===== src/rtl/sensor_scheduler_pkg.sv =====
// sensor_scheduler_pkg: shared encodings and constants for the
// temperature/LDR round-robin scheduler.
package sensor_scheduler_pkg;

    localparam logic high_p = 1'b1;
    localparam logic low_p  = 1'b0;
    localparam int   zero_p = 0;

    localparam logic chan_temp_p = 1'b1;
    localparam logic chan_ldr_p  = 1'b0;

    typedef enum logic [2:0] {
        sched_idle_p        = 3'd0,
        sched_wait_period_p = 3'd1,
        sched_adc_start_p   = 3'd2,
        sched_adc_wait_p    = 3'd3,
        sched_conv_start_p  = 3'd4,
        sched_conv_wait_p   = 3'd5,
        sched_store_p       = 3'd6
    } sched_state_t;

    // One counter serves both the period and the timeout, so it is
    // sized for the larger of the two with a spare bit of headroom.
    function automatic int sched_cnt_width(
        input int period,
        input int timeout
    );
        int top;
        top = (period > timeout) ? period : timeout;
        return $clog2(top) + 1;
    endfunction

endpackage


===== src/rtl/sched_timer.sv =====
// sched_timer: shared period/timeout counter with two terminal-count
// flags; cleared on every scheduler state entry.
module sched_timer
    import sensor_scheduler_pkg::*;
#(
    parameter int SAMPLE_PERIOD_P = 5000000,
    parameter int TIMEOUT_P       = 4096,
    parameter int CNT_W_P         = sched_cnt_width(SAMPLE_PERIOD_P, TIMEOUT_P)
) (
    input  logic Clk_i,
    input  logic Reset_i,
    input  logic clear,
    input  logic enable,
    output logic period_done,
    output logic timeout_done
);

    localparam logic [CNT_W_P-1:0] period_last  = CNT_W_P'(SAMPLE_PERIOD_P - 1);
    localparam logic [CNT_W_P-1:0] timeout_last = CNT_W_P'(TIMEOUT_P - 1);

    logic [CNT_W_P-1:0] count;

    always_ff @(posedge Clk_i or negedge Reset_i) begin
        if (!Reset_i) begin
            count <= '0;
        end else if (clear) begin
            count <= '0;
        end else if (enable) begin
            count <= count + CNT_W_P'(1);
        end
    end

    assign period_done  = (count == period_last);
    assign timeout_done = (count == timeout_last);

endmodule


===== src/rtl/sensor_scheduler.sv =====
// sensor_scheduler: alternates temperature/LDR ADC conversions, feeds
// each sample to the BCD converter and latches per-channel results.
module sensor_scheduler
    import sensor_scheduler_pkg::*;
#(
    parameter int SAMPLE_PERIOD_P = 5000000,
    parameter int TIMEOUT_P       = 4096,
    parameter int DATA_W_P        = 12,
    parameter int RESULT_W_P      = 16,
    parameter int STAGE_W_P       = 2
) (
    input  logic                  Clk_i,
    input  logic                  Reset_i,
    input  logic                  Enable_i,
    output logic                  Adc_Start_o,
    output logic                  Adc_Channel_o,
    input  logic                  Adc_Data_Available_i,
    input  logic [DATA_W_P-1:0]   Adc_Data_i,
    output logic                  Conv_Temp_LDR_o,
    output logic                  Conv_Data_Available_o,
    output logic [DATA_W_P-1:0]   Conv_Data_o,
    input  logic                  Conv_Data_Available_i,
    input  logic [RESULT_W_P-1:0] Conv_Data_i,
    input  logic [STAGE_W_P-1:0]  Conv_Div_Stages_i,
    output logic [RESULT_W_P-1:0] Temp_Result_o,
    output logic [RESULT_W_P-1:0] Ldr_Result_o,
    output logic [STAGE_W_P-1:0]  Temp_Stages_o,
    output logic [STAGE_W_P-1:0]  Ldr_Stages_o,
    output logic                  Result_Valid_o,
    output logic                  Result_Channel_o,
    output logic                  Timeout_Error_o
);

    sched_state_t state;
    sched_state_t state_next;

    logic channel;
    logic timeout_err;
    logic period_done;
    logic timeout_done;
    logic in_adc_wait;
    logic in_conv_wait;
    logic adc_accept;
    logic conv_accept;
    logic timed_out;
    logic timer_clear;
    logic timer_enable;

    assign in_adc_wait  = (state == sched_adc_wait_p);
    assign in_conv_wait = (state == sched_conv_wait_p);
    assign adc_accept   = in_adc_wait && Adc_Data_Available_i;
    assign conv_accept  = in_conv_wait && Conv_Data_Available_i;

    // A done pulse on the terminal wait cycle beats the timeout.
    assign timed_out = timeout_done &&
                       ((in_adc_wait && !Adc_Data_Available_i) ||
                        (in_conv_wait && !Conv_Data_Available_i));

    assign timer_clear  = (state_next != state);
    assign timer_enable = (state == sched_wait_period_p) ||
                          in_adc_wait || in_conv_wait;

    sched_timer #(
        .SAMPLE_PERIOD_P (SAMPLE_PERIOD_P),
        .TIMEOUT_P       (TIMEOUT_P)
    ) u_timer (
        .Clk_i        (Clk_i),
        .Reset_i      (Reset_i),
        .clear        (timer_clear),
        .enable       (timer_enable),
        .period_done  (period_done),
        .timeout_done (timeout_done)
    );

    always_ff @(posedge Clk_i or negedge Reset_i) begin
        if (!Reset_i) begin
            state <= sched_idle_p;
        end else begin
            state <= state_next;
        end
    end

    always_comb begin
        state_next = state;
        unique case (state)
            sched_idle_p: begin
                if (Enable_i) state_next = sched_adc_start_p;
            end
            sched_wait_period_p: begin
                if (!Enable_i) state_next = sched_idle_p;
                else if (period_done) state_next = sched_adc_start_p;
            end
            sched_adc_start_p: begin
                state_next = sched_adc_wait_p;
            end
            sched_adc_wait_p: begin
                if (adc_accept) state_next = sched_conv_start_p;
                else if (timed_out) state_next = sched_wait_period_p;
            end
            sched_conv_start_p: begin
                state_next = sched_conv_wait_p;
            end
            sched_conv_wait_p: begin
                if (conv_accept) state_next = sched_store_p;
                else if (timed_out) state_next = sched_wait_period_p;
            end
            sched_store_p: begin
                state_next = Enable_i ? sched_wait_period_p : sched_idle_p;
            end
            default: begin
                state_next = sched_idle_p;
            end
        endcase
    end

    always_comb begin
        Adc_Start_o           = low_p;
        Conv_Data_Available_o = low_p;
        Result_Valid_o        = low_p;
        unique case (1'b1)
            (state == sched_adc_start_p):  Adc_Start_o = high_p;
            (state == sched_conv_start_p): Conv_Data_Available_o = high_p;
            (state == sched_store_p):      Result_Valid_o = high_p;
            default: ;
        endcase
    end

    // The channel advances once per round, whether it completed or timed out.
    always_ff @(posedge Clk_i or negedge Reset_i) begin
        if (!Reset_i) begin
            channel     <= chan_temp_p;
            timeout_err <= low_p;
        end else begin
            if ((state == sched_store_p) || timed_out) begin
                channel <= ~channel;
            end
            if (timed_out) begin
                timeout_err <= high_p;
            end else if ((state == sched_idle_p) && !Enable_i) begin
                timeout_err <= low_p;
            end
        end
    end

    always_ff @(posedge Clk_i or negedge Reset_i) begin
        if (!Reset_i) begin
            Conv_Data_o <= '0;
        end else if (adc_accept) begin
            Conv_Data_o <= Adc_Data_i;
        end
    end

    always_ff @(posedge Clk_i or negedge Reset_i) begin
        if (!Reset_i) begin
            Temp_Result_o    <= '0;
            Ldr_Result_o     <= '0;
            Temp_Stages_o    <= '0;
            Ldr_Stages_o     <= '0;
            Result_Channel_o <= chan_ldr_p;
        end else if (conv_accept) begin
            Result_Channel_o <= channel;
            if (channel == chan_temp_p) begin
                Temp_Result_o <= Conv_Data_i;
                Temp_Stages_o <= Conv_Div_Stages_i;
            end else begin
                Ldr_Result_o <= Conv_Data_i;
                Ldr_Stages_o <= Conv_Div_Stages_i;
            end
        end
    end

    assign Adc_Channel_o   = channel;
    assign Conv_Temp_LDR_o = channel;
    assign Timeout_Error_o = timeout_err;

endmodule


===== config.mk =====
export PLATFORM = sky130hd
export DESIGN_NAME = sensor_scheduler
export DESIGN_NICKNAME = d
export VERILOG_FILES = /design/src/rtl/sensor_scheduler_pkg.sv /design/src/rtl/sched_timer.sv /design/src/rtl/sensor_scheduler.sv
export SDC_FILE = /design/constraint.sdc
export NUM_CORES = 1
export LEC_CHECK = 0
export CAP_MARGIN = 10
export CORE_ASPECT_RATIO = 1.4
export CORE_MARGIN = 2
export CORE_UTILIZATION = 53
export CTS_CLUSTER_DIAMETER = 50
export DETAILED_ROUTE_END_ITERATION = 8
export GPL_ROUTABILITY_DRIVEN = 0
export PLACE_DENSITY = 0.87
export SLEW_MARGIN = 20
export SYNTH_ARGS = -nofsm -noshare
export SYNTH_HDL_FRONTEND = slang
export SYNTH_HIERARCHICAL = 1
export SYNTH_SLANG_ARGS = --single-unit

===== constraint.sdc =====
create_clock -name Clk_i -period 9.3 [get_ports Clk_i]
set_input_delay 1.86 -clock Clk_i [delete_from_list [all_inputs] [get_ports Clk_i]]
set_output_delay 1.86 -clock Clk_i [all_outputs]
set_load 0.02 [all_outputs]

Word-level counts from Yosys, hierarchy flattened:

Cells that the tools add are included.

* register bits after elaboration: 78
* output and inout bits: 55
* ROM bits: 0
* memory bits (writable): 0
* input bits: 35
* memories: 0
* bits in latches: 0
* logic and storage cells: 54

* magnitude comparators: 0
* div/mod/pow operators: 0
* shifts and indexed selects: 0
* multiplexer cells: 15
* $mul: 0
* equality and inequality tests: 9
* $add $sub $neg: 1
* reduce and logical (&&, ||, !) cells: 18
* bitwise logic cells: 1

Operators with widths (count)
* two-way mux 24 bit: 2
* adder 24 x 1 -> 24 bit (second input constant): 1
* == test 24 x 12 -> 1 bit (second input constant): 1
* == test 24 x 23 -> 1 bit (second input constant): 1
* one-hot mux 3 bit (7 select lines): 1
* two-way mux 3 bit: 6
* == test 3 bit (second input constant): 3
* == test 3 x 2 -> 1 bit (second input constant): 2
* logical AND 1 bit: 6
* two-way mux 1 bit: 6
* logical OR 1 bit: 4
* AND reduction 2 bit: 2
* nonzero test 2 bit: 2
* == test 3 x 1 -> 1 bit (second input constant): 1
* zero test 1 bit: 3
* zero test 3 bit: 1
* inequality test 3 bit: 1
* NOT 1 bit: 1

Longest topological paths before layout:

Gate-level depths: netlist of run 1.

* word-level depth: 9
* gate-level depth with buffers: 14
* depth with buffers taken out: 12

Modules after synthesis:

The synthesis of run 1 kept the hierarchy.

Modules (own cells, without submodules)
* sensor_scheduler: area an instance 2283.4 um^2, times used 1, seq. area each 1352.5 um^2, cells an instance 155
* sched_timer: area an instance 1318.8 um^2, times used 1, seq. area each 600.6 um^2, cells an instance 140

Least setup slack after synthesis of run 1:

Ideal clock, no wire load.

* path kind: input-to-reg
* start point: input port Conv_Data_Available_i
* end point: register u_timer.count[22]
* data arrival time: 3851 ps
* slack: 5371 ps
* buffers on the path: 2
* stages on the path: 9
* setup time: 78 ps
* data required time: 9222 ps
* path through: nand2b_1 > a221o_1 > o211ai_1 > buf_2 > o2111ai_4 > or3_1 > buf_2 > or4_1 > a21oi_1

* word-level cells in the longest chain between the ends: 9
* elaborated cells on any way between the ends: 12
* classes of those cells: 1 x eq/ne; 5 x mux; 6 x reduce/logical

Ends and longest elaborated chain
* start, declared: line sensor_scheduler.sv:22 `input logic Conv_Data_Available_i,`
* zero test 1 bit: line sensor_scheduler.sv:57 `(in_conv_wait && !Conv_Data_Available_i));`
* logical AND 1 bit: line sensor_scheduler.sv:57
* logical OR 1 bit: line sensor_scheduler.sv:56 `((in_adc_wait && !Adc_Data_Available_i) ||`
* logical AND 1 bit: line sensor_scheduler.sv:55 `assign timed_out = timeout_done &&`
* two-way mux 3 bit: line sensor_scheduler.sv:98, sensor_scheduler.sv:105
* two-way mux 3 bit, on equally long branches: line sensor_scheduler.sv:104, sensor_scheduler.sv:97
* one-hot mux 3 bit (7 select lines) (*): line sensor_scheduler.sv:85 `unique case (state)`
* inequality test 3 bit (*): line sensor_scheduler.sv:59 `assign timer_clear = (state_next != state);`
* via timer_clear: line sensor_scheduler.sv:46 `logic timer_clear;`
* two-way mux 24 bit or nonzero test 2 bit (tied branches)
* end signal, assigned: line sched_timer.sv:29 `count <= count + CNT_W_P'(1);`
* end, declared: line sched_timer.sv:21 `logic [CNT_W_P-1:0] count;`

Mark *: on every way through the listed nets, which the timed path passes. The rest lies on a longest branch.
A chain may end at the register's enable or synchronous reset.

Worst setup path after layout of run 1:

Same ends and word-level chain as after synthesis.

==> impl_metrics.env, run 1 <==
export IMPL_outcome="completed"
export IMPL_nets=417
export IMPL_grt_setup_unrepaired="no"
export IMPL_pleak_nw=1.97
export IMPL_netlist_top_cells_area="sky130_fd_sc_hd__dfrtp_1 53%, sky130_fd_sc_hd__mux2_2 12%, sky130_fd_sc_hd__mux2_4 3.8%"
export IMPL_insertedDiodeCount=0
export IMPL_post_synth_inst_count=295
export IMPL_crit_path_end_kind="flop"
export IMPL_worst_pin_slew_ns=0.952
export IMPL_mappedNetlistNets=331
export IMPL_total_power_mw=1.39
export IMPL_syn_to_final_growth_pct=30.9
export IMPL_final_setup_skew_ns=0.00902
export IMPL_cts_tree="done"
export IMPL_drc=0
export IMPL_synth_sequential_area_ratio_pct=54.2
export IMPL_clock_edge_transition_at_the_registers_on_the_reported_setup_and_hold_paths_ns=0.08
export IMPL_power_per_cell_area_nw_per_um2=296
export IMPL_setup_worst_path_class="primary input to flop"
export IMPL_rr_endpoint="u_timer/count[22]$_DFFE_PN0P_"
export IMPL_start_util_pct=54.8
export IMPL_first_global_vias=2681
export IMPL_grt_max_degree=79
export IMPL_die_height_um=102
export IMPL_routed_via_count=2666
export IMPL_synth_edf_count=0
export IMPL_post_cts_resize_count=0
export IMPL_maxCapViolCount=0
export IMPL_antenna_found_initial=0
export IMPL_timing_reg2reg_worst_path_depth=13
export IMPL_placed_area_um2=4510
export IMPL_post_synthesis_cell_area_um2=3600
export IMPL_final_min_clock_period_ns=4.51
export IMPL_final_max_slew_violation_count=0
export IMPL_min_to="Result_Channel_o$_DFFE_PN0P_"
export IMPL_vdd_ir_drop_worst_mv=0.188
export IMPL_reg2reg_from="u_timer/count[0]$_DFFE_PN0P_"
export IMPL_clock_insertion_delay_worst_skew_ns=0.34
export IMPL_floorplan_io_pins=90
export IMPL_h_tree_depth=3
export IMPL_finalCritPeriodShare_pct=48.5
export IMPL_post_synth_cell_area_avg_um2=12.2
export IMPL_post_synth_top_area_fraction_pct=53.5
export IMPL_grtUsageTotal_pct=21.6
export IMPL_startpoint_type="primary input"
export IMPL_grt_first_pass_wirelength_mm=12.5
export IMPL_synthesis_warnings=6
export IMPL_buffer_ports_inserted=89
export IMPL_holdBufCountCts=0
export IMPL_critical_path_rt_ns=9.57
export IMPL_finalInstanceArea_um2=4720
export IMPL_ff2ff_setup_slack_ns=4.86
export IMPL_max_slew_margin_rel_pct=36.5
export IMPL_coreArea_um2=6570
export IMPL_prevailing_post_synth_register_cell="sky130_fd_sc_hd__dfrtp_1"
export IMPL_postCtsSetupRepairBufs=0
export IMPL_wire_per_inst_um=16.8
export IMPL_critical_path_arrival_ns=4.78
export IMPL_achievable_frequency_ghz=0.222
export IMPL_detail_route_antenna_nets=0
export IMPL_synth_top_area_cell="sky130_fd_sc_hd__dfrtp_1"
export IMPL_drtIter0Drc=143
export IMPL_post_place_ws_ns=4.43
export IMPL_vias_per_cell=5.80
export IMPL_numClockSinks=78
export IMPL_final_critical_path_setup_slack_ns=4.79
export IMPL_postSynth_asyncResetShare_pct=100
export IMPL_die_span_x_um=73.7
export IMPL_timing_setup_tns_ns=0
export IMPL_numCtsBuffers=9
export IMPL_worstPathMaxFanout=26
export IMPL_floorplan_rows=35
export IMPL_routed_wl_mm=7.74
export IMPL_ys_ff_latch=78
export IMPL_globalRoute_totalOverflow=0
export IMPL_floorplan_die_area_um2=7480
export IMPL_min_delay_start="Result_Channel_o$_DFFE_PN0P_"
export IMPL_synth_cell_types=53
export IMPL_hold_path_stages=2
export IMPL_drive_gt1_share_pct=18.9
export IMPL_cts_path_max_buffers=2
export IMPL_detail_route_first_pass_iterations=4
export IMPL_finalHoldViolations=0
export IMPL_class_of_the_tightest_hold_or_removal_check="flop to flop"
export IMPL_detailedPlacementHpwl_mm=5.37
export IMPL_setup_viol=0
export IMPL_cts_root_buf="sky130_fd_sc_hd__clkbuf_8"
==> metrics by stage <==
| step | hold WS [ns] | utilization [%] | instances |
|---|---|---|---|
| 6_report | 0.483 | 71.8 | 460 |
| 5_1_grt | 0.527 | 71.8 | 460 |
| 4_1_cts | 0.482 | 71.8 | 460 |
| 3_5_place_dp | 0.464 | 68.6 | 444 |
| 3_3_place_gp | 0.459 | 68.6 | 444 |
| 2_1_floorplan | 0.504 | - | 295 |
==> final cells by class <==
class / count / area [um^2]
flip-flops and latches: 78 / 1950
fillers: 439 / 1850
multi-input cells: 199 / 1560
repair buffers: 90 / 896
clock buffers: 11 / 151
well taps: 74 / 92.6
clock inverters: 5 / 56.3
inverters: 3 / 11.3
==> cells in the mapped netlist, types with 3 or more instances <==
cell type                  count
sky130_fd_sc_hd__xor2_1        6
sky130_fd_sc_hd__o21ai_0       7
sky130_fd_sc_hd__buf_2         4
sky130_fd_sc_hd__inv_1         3
sky130_fd_sc_hd__mux2_4        9
sky130_fd_sc_hd__a21oi_1      15
sky130_fd_sc_hd__xnor2_1       5
sky130_fd_sc_hd__nand2_1      12
sky130_fd_sc_hd__and2_1        4
sky130_fd_sc_hd__mux2_2       39
sky130_fd_sc_hd__nand4_1      11
sky130_fd_sc_hd__or4_1        10
sky130_fd_sc_hd__nor2_1       18
sky130_fd_sc_hd__clkbuf_1      6
sky130_fd_sc_hd__nor3_1        3
sky130_fd_sc_hd__nand4b_1      3
sky130_fd_sc_hd__nand3_1       6
sky130_fd_sc_hd__nor2b_1       3
sky130_fd_sc_hd__o31ai_1       8
sky130_fd_sc_hd__dfrtp_1      77
sky130_fd_sc_hd__or3_1         5
sky130_fd_sc_hd__nand2b_1      3
==> worst max path at each step <==
stage                                  from                            end  slack (ns)
4_1_cts               Conv_Data_Available_i  u_timer/count[22]$_DFFE_PN0P_        4.80
3_3_place_gp          Conv_Data_Available_i  u_timer/count[22]$_DFFE_PN0P_        4.55
5_1_grt        u_timer/count[0]$_DFFE_PN0P_  u_timer/count[20]$_DFFE_PN0P_        4.50
3_5_place_dp          Conv_Data_Available_i  u_timer/count[22]$_DFFE_PN0P_        4.43
6_report              Conv_Data_Available_i  u_timer/count[22]$_DFFE_PN0P_        4.79
2_1_floorplan         Conv_Data_Available_i  u_timer/count[22]$_DFFE_PN0P_        5.37
==> routing by layer <==
| metal | vias up | GRT usage, % | part of all wire, % |
|---|---|---|---|
| met4 | 0 | 8.39 | 1.4 |
| met1 | 1310 | 26.0 | 41 |
| met3 | 9 | 5.07 | 5.9 |
| met2 | 96 | 37.0 | 52 |
| li1 | 1251 | - | - |
| met5 | - | 0 | 0 |
==> layout by cell type (no fill, tap or decap), types with 2 or more instances in the layout <==
cell type	instances
sky130_fd_sc_hd__clkdlybuf4s50_1	88
sky130_fd_sc_hd__dfrtp_1	77
sky130_fd_sc_hd__mux2_2	39
sky130_fd_sc_hd__nor2_1	18
sky130_fd_sc_hd__a21oi_1	15
sky130_fd_sc_hd__nand2_1	12
sky130_fd_sc_hd__nand4_1	11
sky130_fd_sc_hd__clkbuf_8	11
sky130_fd_sc_hd__or4_1	10
sky130_fd_sc_hd__mux2_4	9
sky130_fd_sc_hd__o31ai_1	8
sky130_fd_sc_hd__o21ai_0	7
sky130_fd_sc_hd__nand3_1	6
sky130_fd_sc_hd__xor2_1	6
sky130_fd_sc_hd__or3_1	5
sky130_fd_sc_hd__xnor2_1	5
sky130_fd_sc_hd__and2_1	4
sky130_fd_sc_hd__nand2b_1	3
sky130_fd_sc_hd__nor2b_1	3
sky130_fd_sc_hd__nand4b_1	3
sky130_fd_sc_hd__nor3_1	3
sky130_fd_sc_hd__inv_1	3
sky130_fd_sc_hd__and3b_1	2
sky130_fd_sc_hd__and3_1	2
sky130_fd_sc_hd__or3b_1	2
sky130_fd_sc_hd__a211oi_1	2
sky130_fd_sc_hd__clkinv_2	2
sky130_fd_sc_hd__buf_4	2
sky130_fd_sc_hd__and4_1	2
sky130_fd_sc_hd__nor4_1	2
==> worst max-delay path, cell delays in order <==
cell and delay (ns):
sky130_fd_sc_hd__clkdlybuf4s50_1 0.53, sky130_fd_sc_hd__nand2b_1 0.21, sky130_fd_sc_hd__a221o_1 0.30, sky130_fd_sc_hd__o211ai_1 0.09
sky130_fd_sc_hd__buf_4 0.32, sky130_fd_sc_hd__o2111ai_4 0.21, sky130_fd_sc_hd__or3_1 0.53, sky130_fd_sc_hd__or4_1 0.56
sky130_fd_sc_hd__a21oi_1 0.15
==> cells by family after synthesis <==
group | share of synthesized area (%)
mux | 16.2
fa+ha+maj | 0.347
simple gates | 16.3
compound gates | 7.68
buf+inv | 2.57
xor+xnor | 2.67
flops | 54.2
==> flip-flops by register name, indices dropped and copies added, names as in the netlist <==
name	cells
Timeout_Error_o	1
Result_Channel_o	1
Adc_Channel_o	1
Conv_Data_o	12
u_timer/count	24
Ldr_Stages_o	2
Ldr_Result_o	16
Temp_Stages_o	2
state	3
Temp_Result_o	16
==> power by group <==
| group | internal [mW] | switching (mW) |
|---|---|---|
| logic | 0.315 | 0.289 |
| registers | 0.448 | 0.0824 |
| clock network | 0.139 | 0.122 |
| total | 0.901 | 0.493 |
Note: power is estimated with default switching activity, not from simulation.
==> run 2: changes to the inputs <==
Settings changed: CORE_UTILIZATION 53 to 49, PLACE_DENSITY 0.87 to 0.82.
Clock period 9.3 ns to 4.7 ns, I/O delays scaled along.
==> run 2 against run 1 <==
- clock-buffer cell count is 1 lower
- setup slack worse by 4.3 ns
- global-route usage is 0.40 points lower
- worst hold slack better by 0.0072 ns
- largest power group unchanged
- highest routed layer unchanged
==> impl_metrics.env, run 2 (synthesis results as in run 1) <==
export IMPL_syn_to_final_growth_pct=32.8
export IMPL_start_util_pct=49.9
export IMPL_coreArea_um2=7220
export IMPL_setup_worst_path_class="flop to flop"
export IMPL_utilization_pct=66.2
export IMPL_layout_cells_most_common="sky130_fd_sc_hd__clkdlybuf4s50_1"
export IMPL_class_of_the_tightest_hold_or_removal_check="flop to flop"
export IMPL_nets=418
export IMPL_drive_gt1_share_pct=18.9
export IMPL_finalHoldViolations=0
export IMPL_achievable_frequency_ghz=0.239
export IMPL_holdBufCountCts=0
export IMPL_cts_tree="done"
export IMPL_seq_pwr_share_pct=36.9
export IMPL_finalInstanceArea_um2=4780
export IMPL_postCtsSetupRepairBufs=0
export IMPL_numCtsBuffers=9
export IMPL_clock_edge_transition_at_the_registers_on_the_reported_setup_and_hold_paths_ns=0.08
export IMPL_final_setup_skew_ns=0.00757
export IMPL_seqCellArea_um2=1950
export IMPL_max_slew_margin_rel_pct=36.2
export IMPL_first_global_vias=2655
export IMPL_critical_path_rt_ns=4.97
export IMPL_grt_first_pass_wirelength_mm=13.5
export IMPL_intPower_mw=1.87
export IMPL_outcome="completed"
export IMPL_place_inst=468
export IMPL_grt_util_met2_pct=34.8
export IMPL_largest_register="u_timer/count"
export IMPL_critPathTopFamily="simple AND/OR/NAND/NOR gates"
export IMPL_sw_frac_of_total_pct=34.4
export IMPL_clock_insertion_delay_worst_skew_ns=0.35
export IMPL_insertedDiodeCount=0
export IMPL_die_span_x_um=76.5
export IMPL_fillers=555
export IMPL_multi_input_area_um2=1560
export IMPL_power_share_combinational_pct=42.3
export IMPL_crit_path_end_kind="flop"
export IMPL_global_route_peak_usage_layer="met2"
export IMPL_buffer_ports_inserted=89
export IMPL_final_cell_mix="88 x sky130_fd_sc_hd__clkdlybuf4s50_1, 77 x sky130_fd_sc_hd__dfrtp_1, 39 x sky130_fd_sc_hd__mux2_2"
export IMPL_post_cts_resize_count=0
export IMPL_final_max_slew_violation_count=0
export IMPL_startpoint_type="flop"
export IMPL_vdd_ir_drop_worst_mv=0.244
export IMPL_detail_route_antenna_nets=0
export IMPL_largest_reg_flops=24
export IMPL_numClockSinks=78
export IMPL_floorplan_rows=37
export IMPL_count_of_placed_standard_cells_in_the_final_layout_fillers_left_out=484
export IMPL_final_min_clock_period_ns=4.18
export IMPL_grt_setup_unrepaired="no"
export IMPL_maxCapViolCount=0
export IMPL_reg_largest_list="u_timer/count x24, Ldr_Result_o x16, Temp_Result_o x16"
export IMPL_setup_viol=0
export IMPL_critical_path_slowest_cell="sky130_fd_sc_hd__or4_1"
export IMPL_power_per_cell_area_nw_per_um2=595
export IMPL_grt_met3_usage_pct=4.97
export IMPL_netSwitchingPower_mw=0.978
export IMPL_wire_per_inst_um=16.7
export IMPL_critical_path_arrival_ns=4.45
export IMPL_whs_ns=0.490
export IMPL_floorplan_io_pins=90
export IMPL_cts_root_buf="sky130_fd_sc_hd__clkbuf_8"
export IMPL_routed_wl_mm=8.06
export IMPL_h_tree_depth=3
export IMPL_die_height_um=105
export IMPL_worst_pin_slew_ns=0.957
export IMPL_timing_critical_path_cells="ha_1, nor4b_1, nand4_1, or4_1, nor3_1, o21ai_0, and3b_1, o211ai_1, buf_4, o211a_1, nand4_1, or4_1, a21oi_1"
export IMPL_drc=0
export IMPL_share_clk_of_total_power_pct=20.8
export IMPL_floorplan_die_area_um2=8060
export IMPL_antenna_found_initial=0
export IMPL_placed_area_um2=4550
export IMPL_drtIter0Drc=145
export IMPL_pleak_nw=1.98
export IMPL_grt_met1_usage_pct=26.6
export IMPL_routed_via_count=2731
export IMPL_detailedPlacementHpwl_mm=5.76
export IMPL_finalCritPeriodShare_pct=88.9
export IMPL_cts_path_max_buffers=2
export IMPL_vias_per_cell=5.64
export IMPL_grtUsageTotal_pct=21.2
export IMPL_globalRoute_totalOverflow=0
export IMPL_critical_path_max_stage_delay_ns=0.52
export IMPL_grt_max_degree=79
export IMPL_timing_setup_tns_ns=0
export IMPL_cp_buffers_inverters=1
export IMPL_worstPathMaxFanout=25
export IMPL_detail_route_first_pass_iterations=4
-- run 2: stage by stage --
stage          total power, mW  worst slack, ns
6_report                  2.84            0.520
2_1_floorplan             1.72            0.954
3_5_place_dp              2.28            0.549
4_1_cts                   2.88            0.545
3_3_place_gp              2.23            0.711
5_1_grt                   2.99            0.180
-- run 2: final timing paths --
check                                             start                       endpoint  slack (ns)  cells past startpoint
setup / recovery           u_timer/count[0]$_DFFE_PN0P_  u_timer/count[23]$_DFFE_PN0P_        0.52                     13
hold / removal             Result_Channel_o$_DFFE_PN0P_   Result_Channel_o$_DFFE_PN0P_        0.49                      2
setup reg to reg           u_timer/count[0]$_DFFE_PN0P_  u_timer/count[23]$_DFFE_PN0P_        0.52                     13
hold reg to reg            Result_Channel_o$_DFFE_PN0P_   Result_Channel_o$_DFFE_PN0P_        0.49                      2
max in group asynchronous                       Reset_i   u_timer/count[6]$_DFFE_PN0P_        3.34                      1
min in group asynchronous                       Reset_i   Temp_Stages_o[0]$_DFFE_PN0P_        0.74                      1
-- run 2: worst reg2reg max path: stages, from the launching register on --
cell and delay [ns]:
sky130_fd_sc_hd__dfrtp_1 0.38, sky130_fd_sc_hd__ha_1 0.23, sky130_fd_sc_hd__nor4b_1 0.27, sky130_fd_sc_hd__nand4_1 0.13, sky130_fd_sc_hd__or4_1 0.51, sky130_fd_sc_hd__nor3_1 0.41, sky130_fd_sc_hd__o21ai_0 0.15, sky130_fd_sc_hd__and3b_1 0.20
sky130_fd_sc_hd__o211ai_1 0.30, sky130_fd_sc_hd__buf_4 0.35, sky130_fd_sc_hd__o211a_1 0.29, sky130_fd_sc_hd__nand4_1 0.22, sky130_fd_sc_hd__or4_1 0.52, sky130_fd_sc_hd__a21oi_1 0.15
-- run 2: power groups by stage --
stage                     sequential, mW  clock [mW]  combinational (mW)
final                               1.05       0.592                1.20
after global routing                1.08       0.640                1.27
after CTS                           1.05       0.611                1.22
after detailed placement            1.06           0                1.21
after global placement              1.04           0                1.19
after floorplan                     1.26           0               0.464
-- run 2: layout make-up --
| type | count | share of cell area, % |
|---|---|---|
| sequential | 78 | 40.8 |
| multi-input combinational | 199 | 32.5 |
| timing repair buffer | 91 | 18.9 |
| clock buffer | 10 | 2.67 |
| tap | 97 | 2.54 |
| clock inverter | 6 | 2.30 |
| inverter | 3 | 0.235 |
-- run 2: per-layer routing --
metal	up-vias	part of all wire, %
met2	108	51
met3	18	5.1
met5	-	0
met4	0	2.7
met1	1349	41
li1	1256	-
==> run 3: changes to the inputs <==
Settings changed: SETUP_SLACK_MARGIN set to 0.4.
==> run 3 against run 2 <==
- utilization rose by 0.31 points
- largest power group unchanged
- sequential share of layout area shrank 0.19 points
- highest routed layer unchanged
- setup slack better by 0.12 ns
- critical endpoint unchanged
- worst hold slack is essentially flat
==> impl_metrics.env, run 3 (synthesis results as in run 1) <==
export IMPL_outcome="completed"
export IMPL_cp_buffers_inverters=2
export IMPL_detailedPlacementHpwl_mm=5.76
export IMPL_count_of_placed_standard_cells_in_the_final_layout_fillers_left_out=485
export IMPL_critical_path_startpoint="u_timer/count[0]$_DFFE_PN0P_"
export IMPL_grt_setup_unrepaired="no"
export IMPL_drtIter0Drc=137
export IMPL_vdd_ir_drop_worst_mv=0.244
export IMPL_critical_path_arrival_ns=4.33
export IMPL_class_of_the_tightest_hold_or_removal_check="flop to flop"
export IMPL_whs_ns=0.490
export IMPL_globalRoute_totalOverflow=0
export IMPL_final_cell_mix="88 x sky130_fd_sc_hd__clkdlybuf4s50_1, 77 x sky130_fd_sc_hd__dfrtp_1, 39 x sky130_fd_sc_hd__mux2_2"
export IMPL_critical_path_depth=14
export IMPL_timing_critical_path_cells="ha_1, nor4b_1, nand4_1, or4_1, nor3_2, o21ai_0, and3b_1, o211ai_1, buf_4, buf_6, o211a_1, nand4_1, or4_1, a21oi_1"
export IMPL_wire_per_inst_um=16.7
export IMPL_drc=0
export IMPL_routed_wl_mm=8.10
export IMPL_clock_insertion_delay_worst_skew_ns=0.35
export IMPL_pleak_nw=1.98
export IMPL_crit_path_end_kind="flop"
export IMPL_insertedDiodeCount=0
export IMPL_finalInstanceArea_um2=4810
export IMPL_largest_register="u_timer/count"
export IMPL_die_span_x_um=76.5
export IMPL_layout_cells_most_common="sky130_fd_sc_hd__clkdlybuf4s50_1"
export IMPL_ff2ff_setup_slack_ns=0.64
export IMPL_finalHoldViolations=0
export IMPL_cts_root_buf="sky130_fd_sc_hd__clkbuf_8"
export IMPL_finalCritPeriodShare_pct=86.3
export IMPL_floorplan_io_pins=90
export IMPL_numCtsBuffers=9
export IMPL_nets=419
export IMPL_detail_route_first_pass_iterations=4
export IMPL_place_inst=468
export IMPL_start_util_pct=49.9
export IMPL_die_height_um=105
export IMPL_numClockSinks=78
export IMPL_holdBufCountCts=0
export IMPL_total_power_mw=2.87
export IMPL_placed_area_um2=4550
export IMPL_worst_pin_slew_ns=0.959
export IMPL_critical_path_slowest_cell="sky130_fd_sc_hd__or4_1"
export IMPL_timing_reg2reg_worst_path_depth=14
export IMPL_cts_tree="done"
export IMPL_detail_route_antenna_nets=0
export IMPL_setup_viol=0
export IMPL_grt_max_degree=79
export IMPL_floorplan_die_area_um2=8060
export IMPL_critPathTopFamily="simple AND/OR/NAND/NOR gates"
export IMPL_max_slew_margin_rel_pct=36.0
export IMPL_floorplan_rows=37
export IMPL_drive_gt1_share_pct=19.6
export IMPL_setup_worst_path_class="flop to flop"
export IMPL_critical_path_max_stage_delay_ns=0.54
export IMPL_rr_endpoint="u_timer/count[23]$_DFFE_PN0P_"
export IMPL_h_tree_depth=3
export IMPL_reg_largest_list="u_timer/count x24, Ldr_Result_o x16, Temp_Result_o x16"
export IMPL_coreArea_um2=7220
export IMPL_worstPathMaxFanout=25
export IMPL_vias_per_cell=5.64
export IMPL_syn_to_final_growth_pct=33.4
export IMPL_cts_path_max_buffers=2
export IMPL_power_per_cell_area_nw_per_um2=596
export IMPL_achievable_frequency_ghz=0.246
export IMPL_first_global_vias=2655
export IMPL_reg2reg_from="u_timer/count[0]$_DFFE_PN0P_"
export IMPL_buffer_ports_inserted=89
export IMPL_startpoint_type="flop"
export IMPL_antenna_found_initial=0
export IMPL_final_max_slew_violation_count=0
export IMPL_critical_path_rt_ns=4.97
export IMPL_final_min_clock_period_ns=4.06
export IMPL_grt_first_pass_wirelength_mm=13.5
export IMPL_largest_reg_flops=24
export IMPL_clock_edge_transition_at_the_registers_on_the_reported_setup_and_hold_paths_ns=0.08
export IMPL_grtUsageTotal_pct=21.2
export IMPL_critPathCapture="u_timer/count[23]$_DFFE_PN0P_"
export IMPL_maxCapViolCount=0
export IMPL_routed_via_count=2733
export IMPL_final_setup_skew_ns=0.00718
export IMPL_timing_setup_tns_ns=0
-- run 3: cell types whose count changed in the layout (fill, tap and decap cells not counted) --
| cell | delta |
|---|---|
| sky130_fd_sc_hd__nor4_1 | -1 |
| sky130_fd_sc_hd__buf_6 | +1 |
| sky130_fd_sc_hd__nor3_2 | +1 |
| sky130_fd_sc_hd__nor3_1 | -1 |
| sky130_fd_sc_hd__nor4_2 | +1 |
-- run 3: per-stage QoR --
stage	util [%]	setup slack, ns
2_1_floorplan	-	0.954
3_3_place_gp	62.9	0.711
3_5_place_dp	62.9	0.549
4_1_cts	66.2	0.545
5_1_grt	66.5	0.436
6_report	66.5	0.642
-- run 3: worst min-delay path by stage --
| stage | cells past startpoint | slack, ns | endpoint | from |
|---|---|---|---|---|
| finish | 2 | 0.49 | Result_Channel_o$_DFFE_PN0P_ | Result_Channel_o$_DFFE_PN0P_ |
| global route | 1 | 0.52 | Temp_Result_o[11]$_DFFE_PN0P_ | Temp_Result_o[11]$_DFFE_PN0P_ |
| CTS | 2 | 0.49 | Result_Channel_o$_DFFE_PN0P_ | Result_Channel_o$_DFFE_PN0P_ |
| detailed placement | 2 | 0.47 | Result_Channel_o$_DFFE_PN0P_ | Result_Channel_o$_DFFE_PN0P_ |
| global placement | 2 | 0.46 | Result_Channel_o$_DFFE_PN0P_ | Result_Channel_o$_DFFE_PN0P_ |
| floorplan | 2 | 0.50 | u_timer/count[1]$_DFFE_PN0P_ | u_timer/count[1]$_DFFE_PN0P_ |
-- run 3: per-layer routing --
layer / GRT usage, % / up-vias / wire length [um]
met2: 34.8 / 102 / 4200
met4: 9.74 / 0 / 227
li1: - / 1258 / -
met3: 4.97 / 22 / 368
met5: 0 / - / 0
met1: 26.6 / 1351 / 3300
-- run 3: layout make-up --
class                           instances  area, um^2
Fill cell                             554        2420
Tap cell                               97         121
Multi-Input combinational cell        199        1570
Clock inverter                          6         110
Timing Repair Buffer                   92         915
Inverter                                3        11.3
Clock buffer                           10         128
Sequential cell                        78        1950
-- run 3: worst register-to-register path, delay by kind of cell (launching register included) --
family          cells  cell delay (ns)
simple gates        7             2.22
compound gates      4             0.79
flops               1             0.38
buf+inv             2             0.37
fa+ha+maj           1             0.23
-- run 3: repair_timing --
| item | 4_1_cts | 5_1_grt |
|---|---|---|
| resized for setup | 0 | 3 |
| endpoints found under the hold margin | 0 | 0 |
| setup buffers | 0 | 1 |
| setup endpoints to repair | 0 | 5 |
-- run 3: report_power, final --
part           internal, mW  total [mW]  switching, mW
Sequential            0.886        1.05          0.162
Combinational         0.644        1.23          0.583
Clock                 0.352       0.592          0.240
Total                  1.88        2.87          0.984
